## config.mk

```make
export PLATFORM = sky130hd
export DESIGN_NAME = readout_tx_meas_sequencer
export DESIGN_NICKNAME = d
export VERILOG_FILES = /design/src/rtl/readout_tx_meas_sequencer.sv
export SDC_FILE = /design/constraint.sdc
export NUM_CORES = 1
export LEC_CHECK = 0
export ABC_AREA = 1
export BUFFER_PORTS_ARGS = -buffer_cell sky130_fd_sc_hd__clkbuf_2
export CAP_MARGIN = 20
export CORE_ASPECT_RATIO = 1.75
export CORE_UTILIZATION = 50
export CTS_CLUSTER_SIZE = 16
export DETAILED_ROUTE_END_ITERATION = 8
export PLACE_DENSITY = 0.71
export SYNTH_ARGS = -nofsm -noshare
export SYNTH_HDL_FRONTEND = slang
export SYNTH_SLANG_ARGS = --single-unit
export TNS_END_PERCENT = 10
```

## constraint.sdc

```tcl
create_clock -name clk -period 5.6 [get_ports clk]
set_input_delay 0.28 -clock clk [delete_from_list [all_inputs] [get_ports clk]]
set_output_delay 0.28 -clock clk [all_outputs]
set_load 0.02 [all_outputs]
```

## src/rtl/readout_tx_meas_sequencer.sv

```systemverilog
// Readout sequencer: tone pulse, RX integration window, bounded decision wait, held response.
// Request-to-request >= PULSE+INTEGRATE+3 cycles; response held until result_ready_in, requests ignored when busy.
module readout_tx_meas_sequencer #(
    parameter int PULSE_CYCLES        = 4,
    parameter int INTEGRATE_CYCLES    = 8,
    parameter int TIMEOUT_CYCLES      = 4,
    parameter int QUBIT_ID_WIDTH      = 5,
    parameter int CYCLE_COUNTER_WIDTH = 16
) (
    input  logic                      clk,
    input  logic                      rst,
    input  logic                      meas_req_in,
    input  logic [QUBIT_ID_WIDTH-1:0] meas_qubit_id_in,
    output logic                      meas_req_ready_out,
    output logic                      tx_pulse_en_out,
    output logic [QUBIT_ID_WIDTH-1:0] tx_qubit_id_out,
    output logic                      start_count_out,
    output logic                      finish_count_out,
    input  logic                      valid_meas_result_in,
    input  logic                      meas_result_in,
    output logic                      result_valid_out,
    output logic                      result_out,
    output logic [QUBIT_ID_WIDTH-1:0] result_qubit_id_out,
    output logic                      result_timeout_out,
    input  logic                      result_ready_in
);

    localparam int CW = CYCLE_COUNTER_WIDTH;

    // Counters hold "cycles remaining after this one", so entry loads N-1.
    localparam logic [CW-1:0] PULSE_LOAD     = CW'(PULSE_CYCLES - 1);
    localparam logic [CW-1:0] INTEGRATE_LOAD = CW'(INTEGRATE_CYCLES - 1);
    localparam logic [CW-1:0] TIMEOUT_LOAD   = CW'(TIMEOUT_CYCLES - 1);

    typedef enum logic [2:0] {
        S_IDLE,
        S_PULSE,
        S_INTEGRATE,
        S_WAIT_RESULT,
        S_RESPOND
    } state_t;

    state_t                    state_q, state_d;
    logic [CW-1:0]             cnt_q, cnt_d;
    logic [QUBIT_ID_WIDTH-1:0] id_q, id_d;
    logic                      result_q, result_d;
    logic                      timeout_q, timeout_d;

    logic                      ready_q, ready_d;
    logic                      tx_en_q, tx_en_d;
    logic [QUBIT_ID_WIDTH-1:0] tx_id_q, tx_id_d;
    logic                      start_q, start_d;
    logic                      finish_q, finish_d;
    logic                      res_vld_q, res_vld_d;
    logic [QUBIT_ID_WIDTH-1:0] res_id_q, res_id_d;

    always_comb begin
        state_d   = state_q;
        cnt_d     = cnt_q;
        id_d      = id_q;
        result_d  = result_q;
        timeout_d = timeout_q;

        case (state_q)
            S_IDLE: begin
                if (meas_req_in) begin
                    state_d = S_PULSE;
                    cnt_d   = PULSE_LOAD;
                    id_d    = meas_qubit_id_in;
                end
            end
            S_PULSE: begin
                if (cnt_q == '0) begin
                    state_d = S_INTEGRATE;
                    cnt_d   = INTEGRATE_LOAD;
                end else begin
                    cnt_d = cnt_q - 1'b1;
                end
            end
            S_INTEGRATE: begin
                if (cnt_q == '0) begin
                    state_d = S_WAIT_RESULT;
                    cnt_d   = TIMEOUT_LOAD;
                end else begin
                    cnt_d = cnt_q - 1'b1;
                end
            end
            S_WAIT_RESULT: begin
                // A decision on the last wait cycle beats the timeout.
                if (valid_meas_result_in) begin
                    state_d   = S_RESPOND;
                    result_d  = meas_result_in;
                    timeout_d = 1'b0;
                end else if (cnt_q == '0) begin
                    state_d   = S_RESPOND;
                    result_d  = 1'b0;
                    timeout_d = 1'b1;
                end else begin
                    cnt_d = cnt_q - 1'b1;
                end
            end
            S_RESPOND: begin
                if (result_ready_in) begin
                    state_d   = S_IDLE;
                    result_d  = 1'b0;
                    timeout_d = 1'b0;
                end
            end
            default: begin
                state_d = S_IDLE;
            end
        endcase

        // Outputs are decoded from the next state so the registered copies line up with state_q.
        ready_d   = (state_d == S_IDLE);
        tx_en_d   = (state_d == S_PULSE);
        tx_id_d   = (state_d == S_PULSE) ? id_d : '0;
        start_d   = (state_d == S_INTEGRATE) && (state_q != S_INTEGRATE);
        finish_d  = (state_d == S_INTEGRATE) && (cnt_d == '0);
        res_vld_d = (state_d == S_RESPOND);
        res_id_d  = (state_d == S_RESPOND) ? id_q : '0;
    end

    always_ff @(posedge clk) begin
        if (rst) begin
            state_q   <= S_IDLE;
            cnt_q     <= '0;
            id_q      <= '0;
            result_q  <= 1'b0;
            timeout_q <= 1'b0;
            ready_q   <= 1'b1;
            tx_en_q   <= 1'b0;
            tx_id_q   <= '0;
            start_q   <= 1'b0;
            finish_q  <= 1'b0;
            res_vld_q <= 1'b0;
            res_id_q  <= '0;
        end else begin
            state_q   <= state_d;
            cnt_q     <= cnt_d;
            id_q      <= id_d;
            result_q  <= result_d;
            timeout_q <= timeout_d;
            ready_q   <= ready_d;
            tx_en_q   <= tx_en_d;
            tx_id_q   <= tx_id_d;
            start_q   <= start_d;
            finish_q  <= finish_d;
            res_vld_q <= res_vld_d;
            res_id_q  <= res_id_d;
        end
    end

    assign meas_req_ready_out  = ready_q;
    assign tx_pulse_en_out     = tx_en_q;
    assign tx_qubit_id_out     = tx_id_q;
    assign start_count_out     = start_q;
    assign finish_count_out    = finish_q;
    assign result_valid_out    = res_vld_q;
    assign result_out          = result_q;
    assign result_qubit_id_out = res_id_q;
    assign result_timeout_out  = timeout_q;

endmodule

```

# After elaboration in Yosys (flattened, before gate mapping)
# Index checks and enable logic that the tools add are counted.
# op_classes
reduce_logical,10
add_sub_neg,1
eq_ne,10
mux,22
bitwise_logic,2
# op_table
operator,n
16-bit 2-to-1 mux,5
16-bit one-hot mux with 4 select lines,1
16-bit zero test,2
3-bit 2-to-1 mux,6
16-bit by 1-bit subtractor with 16-bit output (second input constant),1
3-bit one-hot mux with 5 select lines,1
5-bit 2-to-1 mux,2
3-bit by 2-bit equality test with 1-bit output (second input constant),3
3-bit by 1-bit equality test with 1-bit output (second input constant),2
3-bit equality test (second input constant),2
3-bit zero test,2
1-bit 2-to-1 mux,5
1-bit one-hot mux with 2 select lines,2
2-bit OR reduction,2
3-bit by 2-bit inequality test with 1-bit output (second input constant),1
3-bit inequality test (second input constant),1
3-bit AND reduction,1
1-bit logical AND,2
2-bit inequality test (second input constant),1
1-bit inverter,2
2-bit nonzero test,1
# totals
elab_cells,57
regBits,41
out_inout_bits,17

# Depth between registers and ports, before layout
# logic_depth
ltp_word,7
depth_mapped,16
mapped_depth_nobuf,15

# Least setup slack after synthesis
# Ideal clock, no wire load.
# synth_path
path_type,register -> register
start,register cnt_q[0]
end,"register finish_q, in the netlist finish_count_out"
required_ns,5.538
slack_ns,3.619
setup_ns,0.062
n_path_buf,0
period_less_slack_ns,1.981
path_stages_with_launch,16
arrival_time_ns,1.919
path_cell_list,dfxtp_1 -> inv_1 -> ha_1 -> nand2_4 -> nor2_8 -> nand3b_4 -> ha_1 -> nand2_1 -> o21ai_0 -> nand2_1 -> nand4_1 -> inv_1 -> nand2_1 -> nor3_1 -> nand2_1 -> nor2_2
# synth_between
elab_chain_cells,6
elab_cells_between_ends,16
cone_classes,add/sub (1); eq/ne (1); mux (11); reduce/logical (3)
# synth_lines
element,line_no,text
"start, declared",44,"logic [CW-1:0] cnt_q, cnt_d;"
"start signal, assigned",140,cnt_q <= cnt_d;
16-bit by 1-bit subtractor with 16-bit output or 16-bit zero test (tied branches),-,
16-bit 2-to-1 mux or 3-bit 2-to-1 mux (tied branches),94,end else if (cnt_q == '0) begin
16-bit 2-to-1 mux or 3-bit 2-to-1 mux (tied branches),90,if (valid_meas_result_in) begin
16-bit one-hot mux with 4 select lines or 3-bit one-hot mux with 5 select lines (tied branches),64,case (state_q)
16-bit zero test or 3-bit by 2-bit equality test with 1-bit output (tied branches),119,finish_d = (state_d == S_INTEGRATE) && (cnt_d == '0);
1-bit logical AND (*),119,
"end signal, assigned",148,finish_q <= finish_d;
"end, declared",53,"logic finish_q, finish_d;"
# Every way passes the cells marked *; elsewhere a longest branch is shown, timed or not.
# A chain may end at the register's enable or synchronous reset.

# Worst setup path in the final report
# Same ends and word-level chain as after synthesis.

==> impl_table.tex <==
\begin{tabular}{lr}
\hline
Metric & Value \\
\hline
\multicolumn{2}{l}{\textbf{Outcome}} \\
Run status & finished, final reports clean \\
\multicolumn{2}{l}{\textbf{Worst setup path}} \\
Startpoint type of the worst setup path & flip-flop \\
Dominant cell type by count on the critical path & nand2\_1 \\
Crit path arrival time & $\sim$2.4 ns \\
Worst stage delay on the critical path & around 0.33 ns \\
Depth of the worst register-to-register path & 15 \\
CP Class & flip-flop to flip-flop \\
Cell with the biggest individual delay on the critical path & dfxtp\_1 \\
Launching element of the worst setup path & cnt\_q[0] \\
End point of the critical path & finish\_count\_out \\
Required time at the worst-slack endpoint & about 5.8 ns \\
FF-to-FF setup slack & between 3 and 4 ns \\
Worst reg2reg startpoint & cnt\_q[0] \\
Element type at the critical path end & flip-flop \\
Destination of the worst register-to-register timing path & finish\_count\_out \\
Top fanout value on the critical path & 6 \\
Ordered list of cells on the worst path & inv\_1, ha\_1, nand2\_4, nor2\_8, nand3b\_4, ha\_1, nand2\_1, o21ai\_0, nand2\_1, nand4\_1, inv\_1, nand2\_1, nor3\_1, nand2\_1, nor2\_2 \\
\multicolumn{2}{l}{\textbf{Timing}} \\
Max-slew violations & 0 \\
Final total negative setup slack & 0 ns \\
Slew at the pin closest to its max-slew limit & about 0.57 ns \\
Relative slew margins & between 60\% and 70\% \\
Setup-violating endpoint count in the final report & 0 \\
Number of failing hold endpoints at the final stage & 0 \\
Unrepaired setup endpoints after global routing & false \\
Post-layout minimum cycle time & 2.18 ns \\
Final Skew & approximately 0.0061 ns \\
Maximum clock frequency & around 0.46 GHz \\
Fin crit share & between 30\% and 40\% \\
\multicolumn{2}{l}{\textbf{Routing}} \\
Per-cell routed wire length & between 10 and 15 um \\
Remaining number of nets flagged by the antenna check after routing & 0 \\
Remaining DRCs & 0 \\
Total number of vias & roughly 1.9k \\
Routed via count divided by cell count & 4.99 \\
Detailed-routing iteration count for the pre-antenna-repair pass & 4 \\
Drt total wl & about 4.7 mm \\
Initial DRC count & 50 \\
\multicolumn{2}{l}{\textbf{CTS}} \\
Clock tree from TritonCTS & done \\
CTS buffer count & 5 \\
Later-pin clock latency in the skew report & slightly below 0.3 ns \\
Sink count of the clock tree & about 40 \\
Clock slew at reported path FFs & $\sim$0.08 ns \\
CTS H-tree lvls & 2 \\
Number of gates resized after cts & 0 \\
Number of post-CTS setup repair buffers & 0 \\
Number of buffers between clock root and the deepest sink & 2 \\
Clock tree root buffer cell & clkbuf\_8 \\
Hold\_buf cts & 0 \\
\multicolumn{2}{l}{\textbf{Floorplan}} \\
Initial Util & 53.2\% \\
Core box area & between 3000 and 4000 um2 \\
Area of the die & $\sim$4500 um2 \\
Die width & roughly 50 um \\
Std cell rows & 30 \\
Count of pins on the block boundary & 28 \\
Floorplan die height & slightly below 90 um \\
\multicolumn{2}{l}{\textbf{Place}} \\
Detailed Place HPWL & about 3.6 mm \\
I/O Buffers & 27 \\
Final RePlAce weighted congestion & 0.891 \\
\multicolumn{2}{l}{\textbf{Global routing}} \\
Number of global-route vias before repair & about 1.8k \\
Pin count of the biggest net entering global routing & 26 \\
Antenna violations before repair & 0 \\
Global routing usage summed across all routing layers & 23.5\% \\
Global-route congestion overflow total & 0 \\
First-pass GRT wire length & roughly 7.8 mm \\
\multicolumn{2}{l}{\textbf{Yosys}} \\
Post-synthesis register bit count & between 40 and 50 \\
Top cells by instance count after synthesis & nand2\_1 (71), nor2\_1 (54), dfxtp\_1 (41) \\
EDFF count, synth & 0 \\
Largest cells by area after synthesis & dfxtp\_1 (39\%), nand2\_1 (13\%), nor2\_1 (9.7\%), inv\_1 (6.8\%), a21oi\_1 (3.6\%) \\
Count of cell types in the netlist & 30 \\
Top\_reg\_cell synth & dfxtp\_1 \\
Most frequently used cell type in the post-synthesis netlist & nand2\_1 \\
Netlist area before placement & between 2000 and 2500 um2 \\
Largest area contributor in the netlist & dfxtp\_1 \\
Mapped Avg Cell Area & around 7 um2 \\
Cell count after synthesis & between 200 and 300 \\
Yosys warnings & 0 \\
Asr flop ratio synth & 0\% \\
Top cell type's share of synthesized area & 39.2\% \\
Part of the Yosys area used for sequential elements & approximately 40\% \\
Nets in the synthesized netlist & between 300 and 400 \\
\multicolumn{2}{l}{\textbf{Finish}} \\
Share of cells above drive strength 1 & between 10\% and 20\% \\
Net count reported at finish & 339 \\
Final antenna diode count & 0 \\
Signed area change from the synthesized netlist to the final layout & 12.8\% \\
\multicolumn{2}{l}{\textbf{Run}} \\
Number of max-cap violations & 0 \\
\multicolumn{2}{l}{\textbf{Hold path}} \\
Worst Hold Class & input port to flip-flop \\
\hline
\end{tabular}
final cells by class:
| type | instances | area, um2 |
|---|---|---|
| timing repair buffer | 27 | 135 |
| sequential | 41 | 821 |
| fill | 399 | 1580 |
| multi-input combinational | 211 | 1090 |
| clock buffer | 6 | 72.6 |
| inverter | 40 | 150 |
| clock inverter | 2 | 38.8 |
| tap | 48 | 60.1 |
cell families after synthesis:
logic type | after synthesis | synth area share [%]
simple gates | 161 | 36.2
compound gates | 37 | 9.91
flops | 41 | 39.2
buf+inv | 46 | 8.96
fa+ha+maj | 2 | 1.19
xor+xnor | 11 | 4.60
how the worst min path moves through the flow:
stage	end	slack, ns	startpoint	cells after the start
floorplan	result_qubit_id_out[0]	0.42	id_q[0]	2
global placement	result_qubit_id_out[2]	0.43	id_q[2]	2
detailed placement	result_qubit_id_out[2]	0.43	id_q[2]	2
CTS	result_out	0.23	meas_result_in	3
global route	result_out	0.26	meas_result_in	3
finish	result_out	0.24	meas_result_in	3
metal layers:
layer	routed length (um)	global-route usage [%]	part of all wire (%)
met4	227	15.7	4.9
met2	2510	43.8	54
met5	0	0	0
met3	137	3.82	2.9
met1	1810	22.9	39
critical path, delay by kind of cell, from the launching register on:
kind / cells / cell delay (ns)
DFF: 1 / 0.33
buffers and inverters: 2 / 0.21
and+or+nand+nor: 10 / 0.98
adders and majority gates: 2 / 0.55
AOI/OAI and AO/OA: 1 / 0.07
sequential cells by signal, summed over array words and instances, names as in the netlist, 3 cells and up:
name	cells
state_q	3
tx_qubit_id_out	5
id_q	5
result_qubit_id_out	5
cnt_q	16
through the flow:
step	utilization, %	instances	hold WS, ns	instance area (um2)	worst slack [ns]
CTS	60.0	375	0.233	2360	3.42
finish	60.0	375	0.241	2360	3.42
floorplan	-	298	0.416	2100	3.62
global route	60.0	375	0.259	2360	3.21
detailed placement	57.2	367	0.429	2250	3.43
global placement	57.2	367	0.431	2250	3.50
cells in the final DEF (no fill, tap or decap), types with 2 or more instances in the layout:
cell type  netlist  final
nand2_1         71     71
nor2_1          54     54
dfxtp_1         41     41
inv_1           38     38
clkbuf_2         0     27
o21ai_0         15     15
a21oi_1         15     15
xnor2_1          7      7
nor2_2           5      5
nand3_1          5      5
nand2_2          5      5
nor3_1           5      5
clkbuf_8         0      5
nand2_4          4      4
xor2_1           4      4
o211ai_1         3      3
nand4_1          3      3
nor2_4           2      2
inv_2            2      2
nand3_2          2      2
ha_1             2      2
Power is not shown: default switching activity piles up to over one toggle a cycle in this logic, so the estimate is an artifact.
